$ cat config.mk
export PLATFORM = sky130hd
export DESIGN_NAME = id_ex_stage_reg
export DESIGN_NICKNAME = d
export VERILOG_FILES = /design/src/rtl/mips_pkg.sv /design/src/rtl/load_use_hazard.sv /design/src/rtl/id_ex_stage_reg.sv
export SDC_FILE = /design/constraint.sdc
export NUM_CORES = 1
export LEC_CHECK = 0
export ABC_AREA = 0
export CORE_MARGIN = 2
export CORE_UTILIZATION = 43
export CTS_CLUSTER_SIZE = 10
export DETAILED_ROUTE_END_ITERATION = 8
export PLACE_DENSITY = 0.89
export SLEW_MARGIN = 20
export SYNTH_ARGS = -nofsm -noshare
export SYNTH_HDL_FRONTEND = slang
export SYNTH_SLANG_ARGS = --single-unit
$ cat constraint.sdc
create_clock -name clk -period 9.2 [get_ports clk]
set_input_delay 2.3 -clock clk [delete_from_list [all_inputs] [get_ports clk]]
set_output_delay 2.3 -clock clk [all_outputs]
set_load 0.02 [all_outputs]
$ cat src/rtl/mips_pkg.sv
// Shared MIPS pipeline constants: datapath widths, ALU function codes, opcodes and the
// decode control word carried between stages.
package mips_pkg;

  localparam int unsigned DATA_W = 32;
  localparam int unsigned REG_AW = 5;
  localparam int unsigned FUNC_W = 6;

  localparam logic [5:0] ALU_NOP = 6'b000000;
  localparam logic [5:0] ALU_ADD = 6'b100000;
  localparam logic [5:0] ALU_AND = 6'b100100;
  localparam logic [5:0] ALU_OR  = 6'b100101;
  localparam logic [5:0] ALU_XOR = 6'b100110;
  localparam logic [5:0] ALU_SLT = 6'b101010;

  localparam logic [5:0] OP_RTYPE = 6'b000000;
  localparam logic [5:0] OP_ADDI  = 6'b001000;
  localparam logic [5:0] OP_ANDI  = 6'b001100;
  localparam logic [5:0] OP_ORI   = 6'b001101;
  localparam logic [5:0] OP_XORI  = 6'b001110;
  localparam logic [5:0] OP_SLTI  = 6'b001010;
  localparam logic [5:0] OP_LW    = 6'b100011;
  localparam logic [5:0] OP_SW    = 6'b101011;
  localparam logic [5:0] OP_BEQ   = 6'b000100;

  typedef struct packed {
    logic reg_write;
    logic mem_to_reg;
    logic mem_write;
    logic mem_read;
    logic alu_src;
    logic reg_dst;
    logic branch;
  } ctrl_t;

  // All-zero control word: no register or memory write, so a bubble is side-effect free.
  localparam ctrl_t CTRL_BUBBLE = '0;

endpackage

$ cat src/rtl/load_use_hazard.sv
// Load-use hazard detector: flags a load in Execute whose destination is read in Decode.
module load_use_hazard #(
  parameter int unsigned REG_AW = 5
) (
  input  logic              MemReadE,
  input  logic [REG_AW-1:0] RtE,
  input  logic [REG_AW-1:0] RsD,
  input  logic [REG_AW-1:0] RtD,
  output logic              LU
);

  // Matches RtD even when the decoded op does not read rt; conservative by design.
  assign LU = MemReadE & (RtE != '0) & ((RtE == RsD) | (RtE == RtD));

endmodule

$ cat src/rtl/id_ex_stage_reg.sv
// Decode->Execute pipeline register with load-use stall and branch flush bubbles.
// Optional bubble counter port BubbleCnt is enabled by defining ID_EX_STALL_CNT_EN.
module id_ex_stage_reg #(
  parameter int unsigned DATA_W = mips_pkg::DATA_W,
  parameter int unsigned REG_AW = mips_pkg::REG_AW,
  parameter int unsigned FUNC_W = mips_pkg::FUNC_W
`ifdef ID_EX_STALL_CNT_EN
  , parameter int unsigned CNT_W = 32
`endif
) (
  input  logic              clk,
  input  logic              rst,
  input  logic              RegWriteD,
  input  logic              MemToRegD,
  input  logic              MemWriteD,
  input  logic              MemReadD,
  input  logic              ALUSrcD,
  input  logic              RegDstD,
  input  logic              BranchD,
  input  logic [FUNC_W-1:0] ALUfuncD,
  input  logic [DATA_W-1:0] RD1D,
  input  logic [DATA_W-1:0] RD2D,
  input  logic [DATA_W-1:0] SignImmD,
  input  logic [REG_AW-1:0] RsD,
  input  logic [REG_AW-1:0] RtD,
  input  logic [REG_AW-1:0] RdD,
  input  logic              FlushE,
  output logic              RegWriteE,
  output logic              MemToRegE,
  output logic              MemWriteE,
  output logic              MemReadE,
  output logic              ALUSrcE,
  output logic              RegDstE,
  output logic              BranchE,
  output logic [FUNC_W-1:0] ALUfuncE,
  output logic [DATA_W-1:0] RD1E,
  output logic [DATA_W-1:0] RD2E,
  output logic [DATA_W-1:0] SignImmE,
  output logic [REG_AW-1:0] RsE,
  output logic [REG_AW-1:0] RtE,
  output logic [REG_AW-1:0] RdE,
  output logic              StallF,
  output logic              StallD
`ifdef ID_EX_STALL_CNT_EN
  , output logic [CNT_W-1:0] BubbleCnt
`endif
);

  import mips_pkg::*;

  logic  lu;
  logic  bubble;
  ctrl_t ctrl_d;
  ctrl_t ctrl_q;

  load_use_hazard #(
    .REG_AW (REG_AW)
  ) u_load_use_hazard (
    .MemReadE (MemReadE),
    .RtE      (RtE),
    .RsD      (RsD),
    .RtD      (RtD),
    .LU       (lu)
  );

  assign StallF = lu;
  assign StallD = lu;
  assign bubble = lu | FlushE;

  always_comb begin
    ctrl_d            = CTRL_BUBBLE;
    ctrl_d.reg_write  = RegWriteD;
    ctrl_d.mem_to_reg = MemToRegD;
    ctrl_d.mem_write  = MemWriteD;
    ctrl_d.mem_read   = MemReadD;
    ctrl_d.alu_src    = ALUSrcD;
    ctrl_d.reg_dst    = RegDstD;
    ctrl_d.branch     = BranchD;
  end

  // Bubbles also zero the specifiers so RtE = 0 cannot retrigger the load-use stall.
  always_ff @(posedge clk or posedge rst) begin
    if (rst) begin
      ctrl_q   <= CTRL_BUBBLE;
      ALUfuncE <= FUNC_W'(ALU_NOP);
      RD1E     <= '0;
      RD2E     <= '0;
      SignImmE <= '0;
      RsE      <= '0;
      RtE      <= '0;
      RdE      <= '0;
    end else if (bubble) begin
      ctrl_q   <= CTRL_BUBBLE;
      ALUfuncE <= FUNC_W'(ALU_NOP);
      RD1E     <= '0;
      RD2E     <= '0;
      SignImmE <= '0;
      RsE      <= '0;
      RtE      <= '0;
      RdE      <= '0;
    end else begin
      ctrl_q   <= ctrl_d;
      ALUfuncE <= ALUfuncD;
      RD1E     <= RD1D;
      RD2E     <= RD2D;
      SignImmE <= SignImmD;
      RsE      <= RsD;
      RtE      <= RtD;
      RdE      <= RdD;
    end
  end

  assign RegWriteE = ctrl_q.reg_write;
  assign MemToRegE = ctrl_q.mem_to_reg;
  assign MemWriteE = ctrl_q.mem_write;
  assign MemReadE  = ctrl_q.mem_read;
  assign ALUSrcE   = ctrl_q.alu_src;
  assign RegDstE   = ctrl_q.reg_dst;
  assign BranchE   = ctrl_q.branch;

`ifdef ID_EX_STALL_CNT_EN
  always_ff @(posedge clk or posedge rst) begin
    if (rst) begin
      BubbleCnt <= '0;
    end else if (bubble && (BubbleCnt != '1)) begin
      BubbleCnt <= BubbleCnt + CNT_W'(1);
    end
  end
`endif

endmodule

* Word level (Yosys, flattened, before mapping)
Index checks and enable logic that the tools add are counted.
** Storage, ports and cells
- Word-level logic and storage cells :: 29
- Flip-flop bits (word level) :: 124
- Output and inout bits :: 126
** Operators by class
- Reduce and logical (&&, ||, !) cells :: 1
- Bitwise gates (word level) :: 4
- Multiplexer cells :: 8
- Equal/unequal tests :: 2
** Operator list (count)
- $mux W32 :: 3
- $mux W5 :: 3
- $eq A5 B5 Y1 :: 2
- $mux W7 :: 1
- $mux W6 :: 1
- $reduce_bool A5 Y1 :: 1
- $and A1 B1 Y1 :: 2
- $or A1 B1 Y1 :: 2

* Logic depth before layout (Yosys ltp)
Gate-level depths: netlist of the first run.
- Depth in word-level cells :: 5
- Gate-level depth with buffers :: 6
- Mapped depth without buffers :: 4

* Modules after synthesis
Synthesis of the first run repeated with hierarchy kept, for this count alone.
** Unflattened totals
- Cell total of the unflattened synthesis :: 295
- Area total of the unflattened synthesis :: 4704.5 µm²
** Modules (own cells, without submodules)
- id_ex_stage_reg :: instances 1, cells an instance 278, area an instance 4579.4 µm², sequential area each 3103.0 µm²
- load_use_hazard :: instances 1, cells an instance 17, area an instance 125.1 µm², sequential area each 0.0 µm²

* Least setup slack after synthesis of the first run
No wires, ideal clock.
- Path type :: input to output
- Start :: in RtD[4]
- End :: out StallF
- Stages :: 6
- Setup slack :: 3.460 ns
- Data arrival time :: 3.440 ns
- Cells stage by stage :: xnor2_1 > nand3_1 > o22ai_2 > buf_2 > and2_1 > buf_4
** Between the ends
- Word-level cells in the longest chain between the ends :: 3
** RTL lines
- start: declaration :: RTL line id_ex_stage_reg.sv:25 : input logic [REG_AW-1:0] RtD,
- $eq A5 B5 Y1 :: RTL line load_use_hazard.sv:13 : assign LU = MemReadE & (RtE != '0) & ((RtE == RsD) | (RtE == RtD));
- $or A1 B1 Y1 :: RTL line load_use_hazard.sv:13
- $and A1 B1 Y1 :: RTL line load_use_hazard.sv:13
- end: declaration :: RTL line id_ex_stage_reg.sv:42 : output logic StallF,
No other way between the ends.

* Final worst setup path of the first run
- Start :: in RtD[3]
- End :: out StallD
** Between the ends
- Word-level cells in the longest chain between the ends :: 3
** RTL lines
- $eq A5 B5 Y1 :: RTL line load_use_hazard.sv:13
- $or A1 B1 Y1 :: RTL line load_use_hazard.sv:13
- $and A1 B1 Y1 :: RTL line load_use_hazard.sv:13
- end: declaration :: RTL line id_ex_stage_reg.sv:43 : output logic StallD
No other way between the ends.

==> metrics.cfg, run 1 <==
[clock_tree]
holdBufCountCts = 0
cts.sinks = 124
postCtsSetupRepairBufs = 0
cts-root-buf = clkbuf_16
htreeDepth = 4
cts_tree = done
post_cts_resized = 0
cts_buffer_depth = 2
cts_buffers = 17
clk_pin_slew_ns = 0.06
clk_latency_ns = 0.41

[logic_synthesis]
synth_area_leaders = dfrtp_1 61%, nand2b_1 15%, a21oi_2 8.7%
synth_top_cell_area_share = 0.615
netlist_top_cells_count = 124 x dfrtp_1, 124 x nand2b_1, 74 x a21oi_1, 50 x a21oi_2, 27 x clkbuf_1
postSynth.asyncResetShare = 1.00
synth_top_cell_by_area = dfrtp_1
syn_avg_cell_area_sq_um = 11.7
synth_edf_count = 0
netlist_instances = 432
synth-seq-cells = 124
yosysWarningCount = 0
syn_nets = 559
synth_ff_type = dfrtp_1
synth_area_sq_mm = 0.00505
synth-seq-area-share = 0.615
synth_cell_types = 16

[setup_path]
cp_top_family = buffers and inverters
cp_data_required_time_ns = 6.90
slowest_delay_ns = 0.64
cpMostUsedCell = clkdlybuf4s50_1
r2r-start = RtE[3]
crit_type = primary input to output pin
reg2reg_to = SignImmE[1]
crit_chain = clkdlybuf4s50_1 -> xnor2_1 -> nand3_1 -> o22ai_4 -> and2_1 -> clkdlybuf4s50_1
r2r_cells = 6
crit_path_end_kind = output pin
crit_end = StallD
crit_start = RtD[3]
r2r_setup_slack_ns = 6.42
cp_num_cells = 6
crit_buf_inv = 2
crit_arrival_ns = 4.09
cp_max_fo = 2
cpMaxStageDelayCell = clkdlybuf4s50_1
cp-start-kind = primary input

[detailed_routing]
drt-initial-drc-count = 227
ant_nets = 0
vias_per_cell = 4.82
drc = 0
firstDrtPassIters = 5
wl_microns = 13600
num_vias = 3964
wl_per_cell_microns = 16.5

[grt]
grt_pass1_wl_microns = 22100
grt_pass1_vias = 4307
grt_use_met3 = 0.0918
grt_overflow_total = 0
grt_max_degree = 125
gr-usage-all-layers = 0.225
use_met1 = 0.265
antenna_found_initial = 0
grt-busiest-layer = met2
grt_util_met2 = 0.379

[floorplanning]
fp.dieH_microns = 112
fp.coreArea_sq_mm = 0.0114
top_level_ports = 253
row_count = 39
die-area_sq_mm = 0.0126
initial_core_util = 0.442
die_width_microns = 112

[sta]
relSlewSlack = 0.403
rsz0062_at_grt = false
tightestPinTransition_ns = 0.895
tns_ns = 0
min_period_ns = 6.39
finalMaxSlewViolations = 0
fin_skew_ns = 0.0125
fin_crit_sh = 0.695
finalHoldViolations = 0
setup_violations = 0
max_freq_mhz = 156

[placed_design]
numPortBuffers = 252
gp_congestion = 0.798
dp_cells = 791
dp_hpwl_microns = 9030

[power_and_ir_drop]
vdd_drop_max_mv = 0.0871
leakage_uw = 0.00344
power_density_mw_per_mm2 = 182

[layout]
nets = 794
syn2layout_area_growth_pct = 61.8
diodes = 0
stdcell_count = 823
drive_gt1_frac = 0.128
fill_cells = 781

[worst_hold_path]
hp-class = register to register

[status]
status = finished, final reports clean

[job]
max_cap_violations = 0

==> through the flow <==
stage                     power [uW]  area, sq um  hold slack [ns]  utilization  worst slack, ns
after floorplan                  713         5050            0.939            -             3.46
after global placement           840         7580             1.02        0.664             2.81
after detailed placement         846         7580             1.02        0.664             2.79
after CTS                       1500         8160             1.04        0.715             2.78
after global routing            1540         8170             1.09        0.715             2.71
final                           1490         8170             1.02        0.715             2.81
==> metal layers <==
| layer | vias to the layer above | wire length, microns |
|---|---|---|
| met2 | 179 | 6870 |
| met3 | 18 | 1180 |
| met5 | - | 0 |
| met1 | 1888 | 5350 |
| met4 | 0 | 177 |
| li1 | 1879 | - |
==> flip-flops by register name, summed over array words and instances (netlist names) <==
register,cells
ALUSrcE,1
ALUfuncE,6
BranchE,1
MemReadE,1
MemToRegE,1
MemWriteE,1
RD1E,32
RD2E,32
RdE,5
RegDstE,1
RegWriteE,1
RsE,5
RtE,5
SignImmE,32
==> worst min-delay path by stage <==
stage / start / endpoint / slack [ns] / cells past startpoint
2_1_floorplan: MemReadE / ALUfuncE[5] / 0.94 / 4
3_3_place_gp: MemReadE / RD2E[12] / 1.02 / 2
3_5_place_dp: MemReadE / RD2E[17] / 1.02 / 2
4_1_cts: MemReadE / RD2E[20] / 1.04 / 2
5_1_grt: MemReadE / RegWriteE / 1.09 / 2
6_report: MemReadE / ALUfuncE[4] / 1.02 / 2
==> cell usage in the layout, fill, tap and decap left out, drive strengths merged <==
cell and instances:
clkdlybuf4s50 251, dfrtp 124, nand2b 124, a21oi 124
clkbuf 23, xnor2 10, buf 6, clkinv 4
clkinvlp 3, nand3 2, nand2 2, bufinv 2
o22ai 1, or4 1, o21a 1, and2 1
inv 1
==> worst reg2reg max path, cell delays in order, from the launching register on <==
cell and delay (ns):
dfrtp_1 0.45, xnor2_1 0.19, nand3_1 0.13, o22ai_4 0.21
buf_4 0.63, buf_4 0.83, a21oi_1 0.19
==> layout make-up <==
| cell class | instances | area [sq um] | area share |
|---|---|---|---|
| Sequential cell | 124 | 3100 | 0.380 |
| Multi-Input combinational cell | 266 | 1740 | 0.213 |
| Clock inverter | 9 | 114 | 0.0139 |
| Inverter | 1 | 6.26 | 0.000766 |
| Clock buffer | 23 | 468 | 0.0573 |
| Timing Repair Buffer | 257 | 2560 | 0.313 |
| Tap cell | 143 | 179 | 0.0219 |
==> cell families after synthesis <==
| logic type | Yosys count | share of synthesized area |
|---|---|---|
| xor gates and xnor gates | 10 | 0.0174 |
| and+or+nand+nor | 130 | 0.160 |
| DFF | 124 | 0.615 |
| buffers and inverters | 42 | 0.0439 |
| AOI/OAI and AO/OA | 126 | 0.164 |
==> report_power, final <==
part / total [uW] / internal [uW] / leakage, uW / switching (uW)
Combinational: 250 / 126 / 0.00156 / 124
Sequential: 586 / 575 / 0.00160 / 10.4
Clock: 652 / 414 / 0.000274 / 238
Note: power is estimated with default switching activity, not from simulation.
==> inputs of run 2 (changes only) <==
--- a/config.mk
+++ b/config.mk
@@ -7,10 +7,10 @@
 export LEC_CHECK = 0
 export ABC_AREA = 0
 export CORE_MARGIN = 2
-export CORE_UTILIZATION = 43
+export CORE_UTILIZATION = 40
 export CTS_CLUSTER_SIZE = 10
 export DETAILED_ROUTE_END_ITERATION = 8
-export PLACE_DENSITY = 0.89
+export PLACE_DENSITY = 0.84
 export SLEW_MARGIN = 20
 export SYNTH_ARGS = -nofsm -noshare
 export SYNTH_HDL_FRONTEND = slang
==> constraint.sdc (replaced) <==
create_clock -name clk -period 6.22 [get_ports clk]
set_input_delay 1.555 -clock clk [delete_from_list [all_inputs] [get_ports clk]]
set_output_delay 1.555 -clock clk [all_outputs]
set_load 0.02 [all_outputs]
==> run 2 against run 1 <==
Global-route usage down 2.3 points. Sequential cell count unchanged. Sequential share of layout area down 0.076 points. First-iteration DRC count up 20%. Via count up 0.10%. Critical path depth unchanged. Hold slack worse by 0.031 ns. Total power up 45%. Routed wire length down 1.1%. Combinational power up 48%. Register-to-register slack worse by 3.0 ns. Clock skew down 0.0077 ns. Highest routed layer unchanged.
==> metrics.cfg, run 2 (synthesis results as in run 1) <==
[power_and_ir_drop]
vdd_drop_max_mv = 0.187
leakage_uw = 0.00344
power_density_mw_per_mm2 = 263
total_power_uw = 2160

[placed_design]
gp_congestion = 0.792
numPortBuffers = 252
place_area_sq_mm = 0.00762
dp_hpwl_microns = 9220

[grt]
grt_overflow_total = 0
antenna_found_initial = 0
grt_pass1_wl_microns = 20500
grt_max_degree = 125
grt_pass1_vias = 3990
gr-usage-all-layers = 0.201

[detailed_routing]
ant_nets = 0
firstDrtPassIters = 4
wl_microns = 13400
wl_per_cell_microns = 15.7
drt-initial-drc-count = 272
num_vias = 3968
vias_per_cell = 4.65
drc = 0

[layout]
fin_util = 0.656
syn2layout_area_growth_pct = 62.1
diodes = 0
largestRegisters = RD1E: 32 flops, RD2E: 32 flops, SignImmE: 32 flops
design_area_sq_mm = 0.00818
nets = 795
final_common_cell = clkdlybuf4s50_1
mostFrequentLayoutCells = 251 x clkdlybuf4s50_1, 124 x dfrtp_1, 124 x nand2b_1
drive_gt1_frac = 0.129

[status]
status = finished, final reports clean

[floorplanning]
fp.dieH_microns = 116
row_count = 41
initial_core_util = 0.405
die-area_sq_mm = 0.0135
fp.coreArea_sq_mm = 0.0125
die_width_microns = 116
top_level_ports = 253

[clock_tree]
cts.sinks = 124
cts_buffers = 17
post_cts_resized = 0
postCtsSetupRepairBufs = 0
htreeDepth = 4
cts_buffer_depth = 2
holdBufCountCts = 0
clk_pin_slew_ns = 0.05
clk_latency_ns = 0.41
cts_tree = done
cts-root-buf = clkbuf_16

[job]
max_cap_violations = 0

[sta]
min_period_ns = 4.96
setup_violations = 0
finalHoldViolations = 0
fin_crit_sh = 0.798
rsz0062_at_grt = false
max_freq_mhz = 201
fin_skew_ns = 0.00487
relSlewSlack = 0.372
tightestPinTransition_ns = 0.942
finalMaxSlewViolations = 0
tns_ns = 0

[setup_path]
cp-start-kind = primary input
cp_max_fo = 2
crit_type = primary input to output pin
crit_path_end_kind = output pin
cp_data_required_time_ns = 4.66
crit_arrival_ns = 3.41

[worst_hold_path]
hp-class = register to register

## run 2: report_power, final
group	switching [uW]	internal (uW)	total [uW]
clock	334	587	921
combinational	182	186	369
sequential	15.1	851	866
## run 2: cell type report
cell class                      count  area [sq um]
Clock inverter                      7          62.6
Timing Repair Buffer              258          2560
Multi-Input combinational cell    266          1740
Sequential cell                   124          3100
Fill cell                         939          4280
Clock buffer                       25           495
Inverter                            1          6.26
Tap cell                          172           215
## run 2: worst paths after layout
| kind | startpoint | slack [ns] | cells past startpoint | end |
|---|---|---|---|---|
| min in group asynchronous | rst | 1.50 | 2 | RD1E[11] |
| worst max register to register | RtE[3] | 3.46 | 6 | ALUfuncE[0] |
| worst min register to register | MemReadE | 0.99 | 2 | RD2E[17] |
| max in group asynchronous | rst | 3.78 | 3 | SignImmE[19] |
| worst max-delay path | RtD[3] | 1.26 | 6 | StallF |
| worst min-delay path | MemReadE | 0.99 | 2 | RD2E[17] |
## run 2: worst max-delay path: stages
cell             delay, ns
clkdlybuf4s50_1       0.51
xnor2_1               0.13
nand3_1               0.14
o22ai_4               0.23
and2_1                0.22
clkdlybuf4s50_1       0.62
## run 2: per-stage QoR
stage	worst slack, ns	hold slack [ns]	cells
global route	1.10	1.04	853
floorplan	1.37	0.939	432
CTS	1.22	0.997	853
finish	1.26	0.993	853
global placement	1.29	0.971	821
detailed placement	1.22	0.988	821
## run 2: routing by layer
metal	routed length, microns	vias up	part of all wire	global-route usage
li1	-	1878	-	-
met3	1220	25	0.091	0.0789
met2	6650	182	0.50	0.328
met5	0	-	0	0
met4	353	0	0.026	0.0968
met1	5190	1883	0.39	0.234
